### src/rtl/mips_pkg.sv
// Shared MIPS32 pipeline definitions: widths, the bubble encoding and the fetch FSM states.
package mips_pkg;

  localparam int unsigned PC_W = 32;

  localparam logic [PC_W-1:0] INSTR_NOP = 32'h0000_0000;

  localparam logic [PC_W-1:0] PC_ALIGN_MASK = 32'hFFFF_FFFC;

  typedef enum logic [1:0] {
    RST_IDLE,
    FETCH,
    HOLD
  } fetch_state_t;

  // Fetch addresses are always word aligned; low bits of any incoming address are dropped.
  function automatic logic [PC_W-1:0] pc_align(input logic [PC_W-1:0] addr);
    return addr & PC_ALIGN_MASK;
  endfunction

endpackage

### src/rtl/if_fetch_stage_if.sv
// Instruction-memory request/response bus between the fetch stage (master) and imem (slave).
interface if_fetch_stage_if;
  import mips_pkg::*;

  logic            imem_req;
  logic [PC_W-1:0] imem_addr;
  logic            imem_ready;
  logic [PC_W-1:0] imem_rdata;

  modport master (
    output imem_req,
    output imem_addr,
    input  imem_ready,
    input  imem_rdata
  );

  modport slave (
    input  imem_req,
    input  imem_addr,
    output imem_ready,
    output imem_rdata
  );

endinterface

### src/rtl/if_hold_buffer.sv
// One-entry skid register for an instruction that completed while decode was stalled.
module if_hold_buffer
  import mips_pkg::*;
(
  input  logic            clk,
  input  logic            reset,
  input  logic            load_i,
  input  logic            clear_i,
  input  logic [PC_W-1:0] instr_i,
  input  logic [PC_W-1:0] pc_plus4_i,
  output logic            valid_o,
  output logic [PC_W-1:0] instr_o,
  output logic [PC_W-1:0] pc_plus4_o
);

  logic            valid_q;
  logic [PC_W-1:0] instr_q;
  logic [PC_W-1:0] pc_plus4_q;

  always_ff @(posedge clk or posedge reset) begin
    if (reset) begin
      valid_q    <= 1'b0;
      instr_q    <= '0;
      pc_plus4_q <= '0;
    end else if (load_i) begin
      valid_q    <= 1'b1;
      instr_q    <= instr_i;
      pc_plus4_q <= pc_plus4_i;
    end else if (clear_i) begin
      valid_q <= 1'b0;
    end
  end

  assign valid_o    = valid_q;
  assign instr_o    = instr_q;
  assign pc_plus4_o = pc_plus4_q;

endmodule

### src/rtl/if_fetch_stage.sv
// MIPS32 instruction-fetch stage: PC register, imem request and IF/ID register, with
// delay-slot redirects and wait-state tolerance via a hold buffer and a pending redirect.
module if_fetch_stage
  import mips_pkg::*;
#(
  parameter logic [PC_W-1:0] RESET_PC = 32'h0000_0000
) (
  input  logic                clk,
  input  logic                reset,
  input  logic                PC_Enable,
  input  logic                IF_ID_Pipeline_Enable,
  input  logic                ID_Redirect,
  input  logic [PC_W-1:0]     ID_Redirect_Target,
  if_fetch_stage_if.master    imem,
  output logic [PC_W-1:0]     IF_ID_Instr,
  output logic [PC_W-1:0]     IF_ID_PC_Plus4,
  output logic                IF_ID_Valid,
  output logic [4:0]          IF_ID_Reg_Rs,
  output logic [4:0]          IF_ID_Reg_Rt
);

  fetch_state_t    state_q, state_d;
  logic [PC_W-1:0] pc_q, pc_d;
  logic            redirect_pending_q, redirect_pending_d;
  logic [PC_W-1:0] redirect_pc_q, redirect_pc_d;
  logic [PC_W-1:0] instr_q, instr_d;
  logic [PC_W-1:0] pc_plus4_q, pc_plus4_d;
  logic            valid_q, valid_d;

  logic            adv;
  logic            done;
  logic [PC_W-1:0] pc_plus4;
  logic            hold_load, hold_clear, hold_valid;
  logic [PC_W-1:0] hold_instr, hold_pc_plus4;

  assign adv      = PC_Enable & IF_ID_Pipeline_Enable;
  assign done     = imem.imem_req & imem.imem_ready;
  assign pc_plus4 = pc_q + 32'd4;

  if_hold_buffer u_hold_buffer (
    .clk        (clk),
    .reset      (reset),
    .load_i     (hold_load),
    .clear_i    (hold_clear),
    .instr_i    (imem.imem_rdata),
    .pc_plus4_i (pc_plus4),
    .valid_o    (hold_valid),
    .instr_o    (hold_instr),
    .pc_plus4_o (hold_pc_plus4)
  );

  always_comb begin
    state_d            = state_q;
    pc_d               = pc_q;
    redirect_pending_d = redirect_pending_q;
    redirect_pc_d      = redirect_pc_q;
    instr_d            = instr_q;
    pc_plus4_d         = pc_plus4_q;
    valid_d            = valid_q;
    hold_load          = 1'b0;
    hold_clear         = 1'b0;
    unique case (state_q)
      RST_IDLE: state_d = FETCH;
      FETCH: begin
        if (done) begin
          // ID_Redirect only counts when the pipeline advances.
          if (adv && ID_Redirect) begin
            pc_d = pc_align(ID_Redirect_Target);
          end else if (redirect_pending_q) begin
            pc_d = redirect_pc_q;
          end else begin
            pc_d = pc_align(pc_plus4);
          end
          redirect_pending_d = 1'b0;
          if (adv) begin
            instr_d    = imem.imem_rdata;
            pc_plus4_d = pc_plus4;
            valid_d    = 1'b1;
          end else begin
            hold_load = 1'b1;
            state_d   = HOLD;
          end
        end else if (adv) begin
          instr_d = INSTR_NOP;
          valid_d = 1'b0;
          // The outstanding fetch is the delay slot; retarget after it lands.
          if (ID_Redirect) begin
            redirect_pending_d = 1'b1;
            redirect_pc_d      = pc_align(ID_Redirect_Target);
          end
        end
      end
      HOLD: begin
        if (adv && hold_valid) begin
          instr_d    = hold_instr;
          pc_plus4_d = hold_pc_plus4;
          valid_d    = 1'b1;
          hold_clear = 1'b1;
          state_d    = FETCH;
          if (ID_Redirect) begin
            pc_d = pc_align(ID_Redirect_Target);
          end
        end
      end
      default: state_d = RST_IDLE;
    endcase
  end

  always_ff @(posedge clk or posedge reset) begin
    if (reset) begin
      state_q            <= RST_IDLE;
      pc_q               <= RESET_PC;
      redirect_pending_q <= 1'b0;
      redirect_pc_q      <= '0;
      instr_q            <= INSTR_NOP;
      pc_plus4_q         <= '0;
      valid_q            <= 1'b0;
    end else begin
      state_q            <= state_d;
      pc_q               <= pc_d;
      redirect_pending_q <= redirect_pending_d;
      redirect_pc_q      <= redirect_pc_d;
      instr_q            <= instr_d;
      pc_plus4_q         <= pc_plus4_d;
      valid_q            <= valid_d;
    end
  end

  assign imem.imem_req  = (state_q == FETCH);
  assign imem.imem_addr = pc_q;

  assign IF_ID_Instr    = instr_q;
  assign IF_ID_PC_Plus4 = pc_plus4_q;
  assign IF_ID_Valid    = valid_q;
  assign IF_ID_Reg_Rs   = instr_q[25:21];
  assign IF_ID_Reg_Rt   = instr_q[20:16];

endmodule

### src/flat_wrapper.sv
// flat-port wrapper written by rule: the top's interface ports become plain ports
module if_fetch_stage_flat import mips_pkg::*;
#(
  parameter logic [PC_W-1:0] RESET_PC = 32'h0000_0000
)
  (clk, reset, PC_Enable, IF_ID_Pipeline_Enable, ID_Redirect, ID_Redirect_Target, IF_ID_Instr, IF_ID_PC_Plus4, IF_ID_Valid, IF_ID_Reg_Rs, IF_ID_Reg_Rt, imem_imem_req, imem_imem_addr, imem_imem_ready, imem_imem_rdata);
  if_fetch_stage_if imem_i ();
  input  logic clk;
  input  logic reset;
  input  logic PC_Enable;
  input  logic IF_ID_Pipeline_Enable;
  input  logic ID_Redirect;
  input  logic [PC_W-1:0] ID_Redirect_Target;
  output logic [PC_W-1:0] IF_ID_Instr;
  output logic [PC_W-1:0] IF_ID_PC_Plus4;
  output logic IF_ID_Valid;
  output logic [4:0] IF_ID_Reg_Rs;
  output logic [4:0] IF_ID_Reg_Rt;
  output wire logic [$bits(imem_i.imem_req)-1:0] imem_imem_req;
  output wire logic [$bits(imem_i.imem_addr)-1:0] imem_imem_addr;
  input wire logic [$bits(imem_i.imem_ready)-1:0] imem_imem_ready;
  input wire logic [$bits(imem_i.imem_rdata)-1:0] imem_imem_rdata;
  assign imem_imem_req = imem_i.imem_req;
  assign imem_imem_addr = imem_i.imem_addr;
  assign imem_i.imem_ready = imem_imem_ready;
  assign imem_i.imem_rdata = imem_imem_rdata;
  if_fetch_stage #(.RESET_PC(RESET_PC)) u_core (.clk(clk), .reset(reset), .PC_Enable(PC_Enable), .IF_ID_Pipeline_Enable(IF_ID_Pipeline_Enable), .ID_Redirect(ID_Redirect), .ID_Redirect_Target(ID_Redirect_Target), .imem(imem_i), .IF_ID_Instr(IF_ID_Instr), .IF_ID_PC_Plus4(IF_ID_PC_Plus4), .IF_ID_Valid(IF_ID_Valid), .IF_ID_Reg_Rs(IF_ID_Reg_Rs), .IF_ID_Reg_Rt(IF_ID_Reg_Rt));
endmodule
### config.mk
export PLATFORM = sky130hd
export DESIGN_NAME = if_fetch_stage_flat
export DESIGN_NICKNAME = d
export VERILOG_FILES = /design/src/rtl/mips_pkg.sv /design/src/rtl/if_fetch_stage_if.sv /design/src/rtl/if_hold_buffer.sv /design/src/rtl/if_fetch_stage.sv /design/src/flat_wrapper.sv
export SDC_FILE = /design/constraint.sdc
export NUM_CORES = 1
export LEC_CHECK = 0
export BUFFER_PORTS_ARGS = -buffer_cell sky130_fd_sc_hd__buf_2
export CORE_AREA = 2 2 99 196
export CTS_CLUSTER_SIZE = 40
export DETAILED_ROUTE_END_ITERATION = 16
export DIE_AREA = 0 0 101 198
export PLACE_DENSITY_LB_ADDON = 0.25
export SLEW_MARGIN = 20
export SYNTH_ARGS = -nofsm -noshare
export SYNTH_HDL_FRONTEND = slang
export SYNTH_SLANG_ARGS = --single-unit
export TNS_END_PERCENT = 100
### constraint.sdc
create_clock -name clk -period 8.6 [get_ports clk]
set_clock_uncertainty 0.1 [all_clocks]
set_input_delay 1.72 -clock clk [delete_from_list [all_inputs] [get_ports clk]]
set_output_delay 1.72 -clock clk [all_outputs]
set_load 0.01 [all_outputs]
# --- Word level (Yosys, flattened, before mapping) ---
# Cells that the tools add are included.
op_classes:
  n_addsub: 1
  div_mod_pow: 0
  n_mul: 0
  n_reduce_logical: 13
  eq_ne: 7
  order_cmp: 0
  bitwise: 3
  muxes: 34
  shifts: 0
op_table:
  columns: ["op", "count"]
  rows:
  - ["$mux W32", 12]
  - ["$pmux W32 S2", 3]
  - ["$add A32 B3 Y32 const B", 1]
  - ["$mux W1", 14]
  - ["$reduce_and A4 Y1", 3]
  - ["$reduce_and A3 Y1", 3]
  - ["$ne A2 B2 Y1 const B", 4]
  - ["$reduce_bool A2 Y1", 4]
  - ["$mux W2", 3]
  - ["$pmux W2 S3", 1]
  - ["$and A1 B1 Y1", 2]
  - ["$eq A2 B1 Y1 const B", 1]
  - ["$eq A2 B2 Y1 const B", 1]
  - ["$logic_and A1 B1 Y1", 2]
  - ["$logic_not A2 Y1", 1]
  - ["$ne A2 B1 Y1 const B", 1]
  - ["$pmux W1 S2", 1]
  - ["$not A1 Y1", 1]
word_totals:
  latch_bits: 0
  ramBits: 0
  rom_bits: 0
  output_inout_bits: 108
  mem_count: 0
  reg_bits: 195

# --- Logic depth before layout (Yosys ltp) ---
depth:
  depth_word: 6
  mapped_depth: 9

# --- By module ---
# Synthesis repeated with hierarchy kept, for this count alone.
hier_totals:
  hier_cells: 874
  area_unflattened_um2: 9376.5
modules_own_cells:
  columns: ["module", "cells_each", "area_per_inst_um2", "seq_area_each_um2", "n_inst"]
  rows:
  - ["if_fetch_stage", 735, 6757.7, 3203.1, 1]
  - ["if_hold_buffer", 139, 2618.8, 1626.6, 1]

# --- Worst setup path after synthesis ---
# Ideal clock, no wire load.
synth_timing:
  path_type: "input-to-reg"
  start: "input PC_Enable"
  end: "register u_core.redirect_pc_q[10]"
  path_slack_ps: 5420
  required_ps: 8375
  setup_time_ps: 125
  arrival_time_ps: 2955
  stages: 6
  cell_sequence: "buf_2 -> and2_1 -> nand2_1 -> nor3b_1 -> buf_2 -> mux2_2"
synth_via:
  elab_chain_len: 2
synth_rtl:
  columns: ["item", "line_no", "rtl"]
  rows:
  - ["from (decl)", "flat_wrapper.sv:10", "input logic PC_Enable;"]
  - ["$and A1 B1 Y1", "if_fetch_stage.sv:36", "assign adv = PC_Enable & IF_ID_Pipeline_Enable;"]
  - ["$reduce_and A4 Y1 (no line)", null, null]
  - ["to (signal assigned)", "if_fetch_stage.sv:122", "redirect_pc_q <= redirect_pc_d;"]
  - ["to (decl)", "if_fetch_stage.sv:25", "logic [PC_W-1:0] redirect_pc_q, redirect_pc_d;"]
# Every way passes these cells.
# A chain may end at the register's enable or synchronous reset.

# --- Worst setup path in the final report ---
layout_timing:
  start: "input imem_imem_ready"
  end: "register u_core.pc_plus4_q[24] (netlist: u_core.IF_ID_PC_Plus4[24])"
layout_via:
  elab_chain_len: 3
layout_rtl:
  columns: ["item", "line_no", "rtl"]
  rows:
  - ["from (decl)", "flat_wrapper.sv:21", "input wire logic [$bits(imem_i.imem_ready)-1:0] imem_imem_ready;"]
  - ["$and A1 B1 Y1", "if_fetch_stage.sv:37", "assign done = imem.imem_req & imem.imem_ready;"]
  - ["$ne A2 B2 Y1 (no line)", null, null]
  - ["$reduce_and A4 Y1 (no line)", null, null]
  - ["to (signal assigned)", "if_fetch_stage.sv:124", "pc_plus4_q <= pc_plus4_d;"]
  - ["to (decl)", "if_fetch_stage.sv:27", "logic [PC_W-1:0] pc_plus4_q, pc_plus4_d;"]
# Every way passes these cells.

==> flow_metrics.tcl <==
set metrics [dict create \
    min_path_cells 2 \
    vias 7070 \
    h-tree-depth 4 \
    critPathSlowestCell "a21oi_1" \
    gp_congestion 0.8874 \
    worstHoldEndpoint "u_core.IF_ID_PC_Plus4[6]" \
    vdd_drop_max_v 0.0001689 \
    cts.path.max_buffers 2 \
    r2r_slack_ns 5.16 \
    hpwl_um 15790 \
    clk_pin_slew_ns 0.07 \
    dpl_cell_area_mm2 0.009893 \
    rsz0062_at_grt "false" \
    antenna_found_initial 0 \
    grtUsageTotal_pct 23.36 \
    cts_made_buffers 17 \
    postCtsSetupBuffers 0 \
    die_width_um 101 \
    hold_buffers 0 \
    hold_start "u_core.IF_ID_PC_Plus4[6]" \
    fin_tns_setup_ns 0 \
    p_comb_share_pct 38.0 \
    ys_seq_elements 189 \
    fmax_mhz 265.9 \
    relSlewSlack_pct 29.21 \
    synth_area_leader_cell "dfrtp_1" \
    worstSetupStartpointType "primary input" \
    syn_area_per_cell_um2 10.35 \
    async_reset_ff_share_pct 100.0 \
    synth_area_mm2 0.009075 \
    yosysSeqAreaShare_pct 52.12 \
    outcome "finished clean" \
    required_ns 8.78 \
    grt_first_pass_wirelength_um 36340 \
    vias_per_cell 5.729 \
    path_class "primary input to flop" \
    yosys_warnings 0 \
    fin_crit_sh_pct 43.73 \
    dieHeight_um 198 \
    p_leak_uw 0.004922 \
    finalCoreUtilization_pct 56.36 \
    gr-total-overflow 0 \
    grt_max_degree 130 \
    clkPwrFrac_pct 21.2 \
    slew_violations 0 \
    min_period_ns 3.760 \
    fin_ws_ns 4.840 \
    timing.critical_path.slowest_cell_delay_ns 0.77 \
    post-place-ws_ns 4.443 \
    crit-reg2reg-launch "u_core.state_q[0]" \
    drt_pass1_iterations 5 \
    first_global_vias 6840 \
    dr.first_iter.drc_count 386 \
    nets 1077 \
    cts_sinks 189 \
    max_cap_violations 0 \
    crit_chain "buf_2 > mux2i_1 > a21oi_1 > nand2_2 > a21oi_1 > o22ai_1" \
    yosysUniqueCellTypes 58 \
    rows 71 \
    critPathMostFrequentCell "a21oi_1" \
    worstMarginPinSlew_ns 1.062 \
    hold_violations 0 \
    synth_top_area_share_pct 52.12 \
    ctsResizeCount 0 \
    initial_core_util_pct 48.65 \
    drc_errors 0 \
    root_buffer "clkbuf_16" \
    avgRoutedWirePerCell_um 18.49 \
    num_io_pins 178 \
    clk_latency_ns 0.43 \
    arrival_ns 3.94 \
    synth.area.top_cells "dfrtp_1 (52%), mux2_2 (8.6%), o21ai_0 (5.3%)" \
    path_max_fanout 32 \
    postSynthCellCount 877 \
    hp-class "flop to flop" \
    cts_tree "done" \
    whs_ns 0.3759 \
    power.switching_uw 1524 \
    cp-end-kind "flop" \
    wirelength_um 22820 \
    power.density_mw_per_mm2 369.6 \
    dieArea_mm2 0.02000 \
    area_growth_pct 15.86 \
    r2r_end "u_core.IF_ID_PC_Plus4[20]" \
    port_buffers 171 \
    drive_gt1_share_pct 30.44 \
    synth_ff_type "dfrtp_1" \
    switching_share_pct 39.22 \
    antenna_cells 0 \
    fin_area_mm2 0.01051 \
    finalSetupViolCount 0 \
    synth_edf_count 0 \
    core_mm2 0.01866 \
    seqPwrFrac_pct 40.9 \
    reg2reg_depth 7 \
    drtAntennaViolNets 0 \
    p_int_uw 2362 \
]
## cells in the mapped netlist, drive strengths merged, types with 10 or more instances
cell,instances
clkbuf,41
dfrtp,189
nor3,15
buf,33
xnor2,11
o21ai,96
inv,15
nand2,103
nand3,30
o22ai,11
xor2,14
nor2,37
a31oi,18
nand4,10
a21oi,56
mux2,69
a22oi,34
and3,30
## registers in the layout (all words and copies together) (netlist names)
| signal | flops |
|---|---|
| u_core.IF_ID_PC_Plus4 | 30 |
| u_core.u_hold_buffer.pc_plus4_o | 30 |
| u_core.u_hold_buffer.instr_o | 32 |
| u_core.redirect_pending_q | 1 |
| u_core.imem.imem_addr | 30 |
| u_core.IF_ID_Instr | 32 |
| u_core.IF_ID_Valid | 1 |
| u_core.u_hold_buffer.valid_o | 1 |
| u_core.state_q | 2 |
| u_core.redirect_pc_q | 30 |
## worst max-delay path, delay by kind of cell
family,cells,cell delay [ns]
mux,1,0.19
compound gates,3,1.17
buf+inv,1,0.22
simple gates,1,0.62
## through the flow
stage | total power [uW] | std cells
after detailed placement | 3086 | 1202
final | 3886 | 1234
after global placement | 3030 | 1202
after global routing | 4180 | 1234
after floorplan | 2611 | 880
after CTS | 3918 | 1234
## routing by layer
layer	GRT usage (%)	part of all wire (%)
met5	0	0
met1	28.12	40
met3	3.953	4.3
met2	41.16	53
met4	8.909	2.6
## placed cells by master (no fill, tap or decap), types with 3 or more instances in the layout
| cell | count |
|---|---|
| dfrtp_1 | 189 |
| buf_2 | 171 |
| nand2_1 | 100 |
| o21ai_0 | 96 |
| mux2_2 | 69 |
| a21oi_1 | 56 |
| nor2_1 | 35 |
| a22oi_1 | 34 |
| nand3_1 | 28 |
| and3_1 | 27 |
| a31oi_1 | 17 |
| clkbuf_16 | 17 |
| inv_1 | 14 |
| xor2_1 | 14 |
| xnor2_1 | 11 |
| nor3_1 | 11 |
| o22ai_1 | 11 |
| o211ai_1 | 8 |
| mux2i_1 | 7 |
| nand4_1 | 6 |
| buf_4 | 6 |
| or3_1 | 5 |
| inv_6 | 5 |
| and4_1 | 4 |
| o311ai_0 | 4 |
| o31a_1 | 4 |
| ha_1 | 4 |
| conb_1 | 4 |
| clkinvlp_4 | 4 |
| nor3_4 | 3 |
| and3_2 | 3 |
| bufinv_16 | 3 |
## worst max-delay path by stage
stage,from,depth (start not counted),end
CTS,imem_imem_ready,6,u_core.IF_ID_PC_Plus4[11]
global placement,imem_imem_ready,6,u_core.IF_ID_PC_Plus4[15]
global route,imem_imem_ready,6,u_core.IF_ID_PC_Plus4[18]
finish,imem_imem_ready,6,u_core.IF_ID_PC_Plus4[24]
floorplan,reset,1,u_core.IF_ID_Instr[0]
detailed placement,imem_imem_ready,6,u_core.IF_ID_PC_Plus4[24]
## cell families after synthesis
family,Yosys count,share of synthesized area [%]
AOI/OAI and AO/OA,249,16.64
and+or+nand+nor,242,13.61
DFF,189,52.12
buffers and inverters,90,5.157
muxes,76,9.334
xor gates and xnor gates,25,2.413
adders and majority gates,5,0.6894
other,1,0.04132
## final cells by class
class / count / area, um^2
flip-flops and latches: 189 / 4730
clock inverters: 15 / 185.2
inverters: 16 / 67.56
clock buffers: 17 / 425.4
repair buffers: 177 / 900.9
fillers: 1703 / 8142
well taps: 219 / 274.0
multi-input cells: 601 / 3931
## power groups by stage
stage / clock [uW] / sequential [uW] / combinational, uW
after floorplan: 0 / 1620 / 992
after global placement: 0 / 1580 / 1450
after detailed placement: 0 / 1610 / 1480
after CTS: 843 / 1590 / 1490
after global routing: 879 / 1650 / 1660
final: 822 / 1590 / 1480
Power figures use the tool's default switching activity.
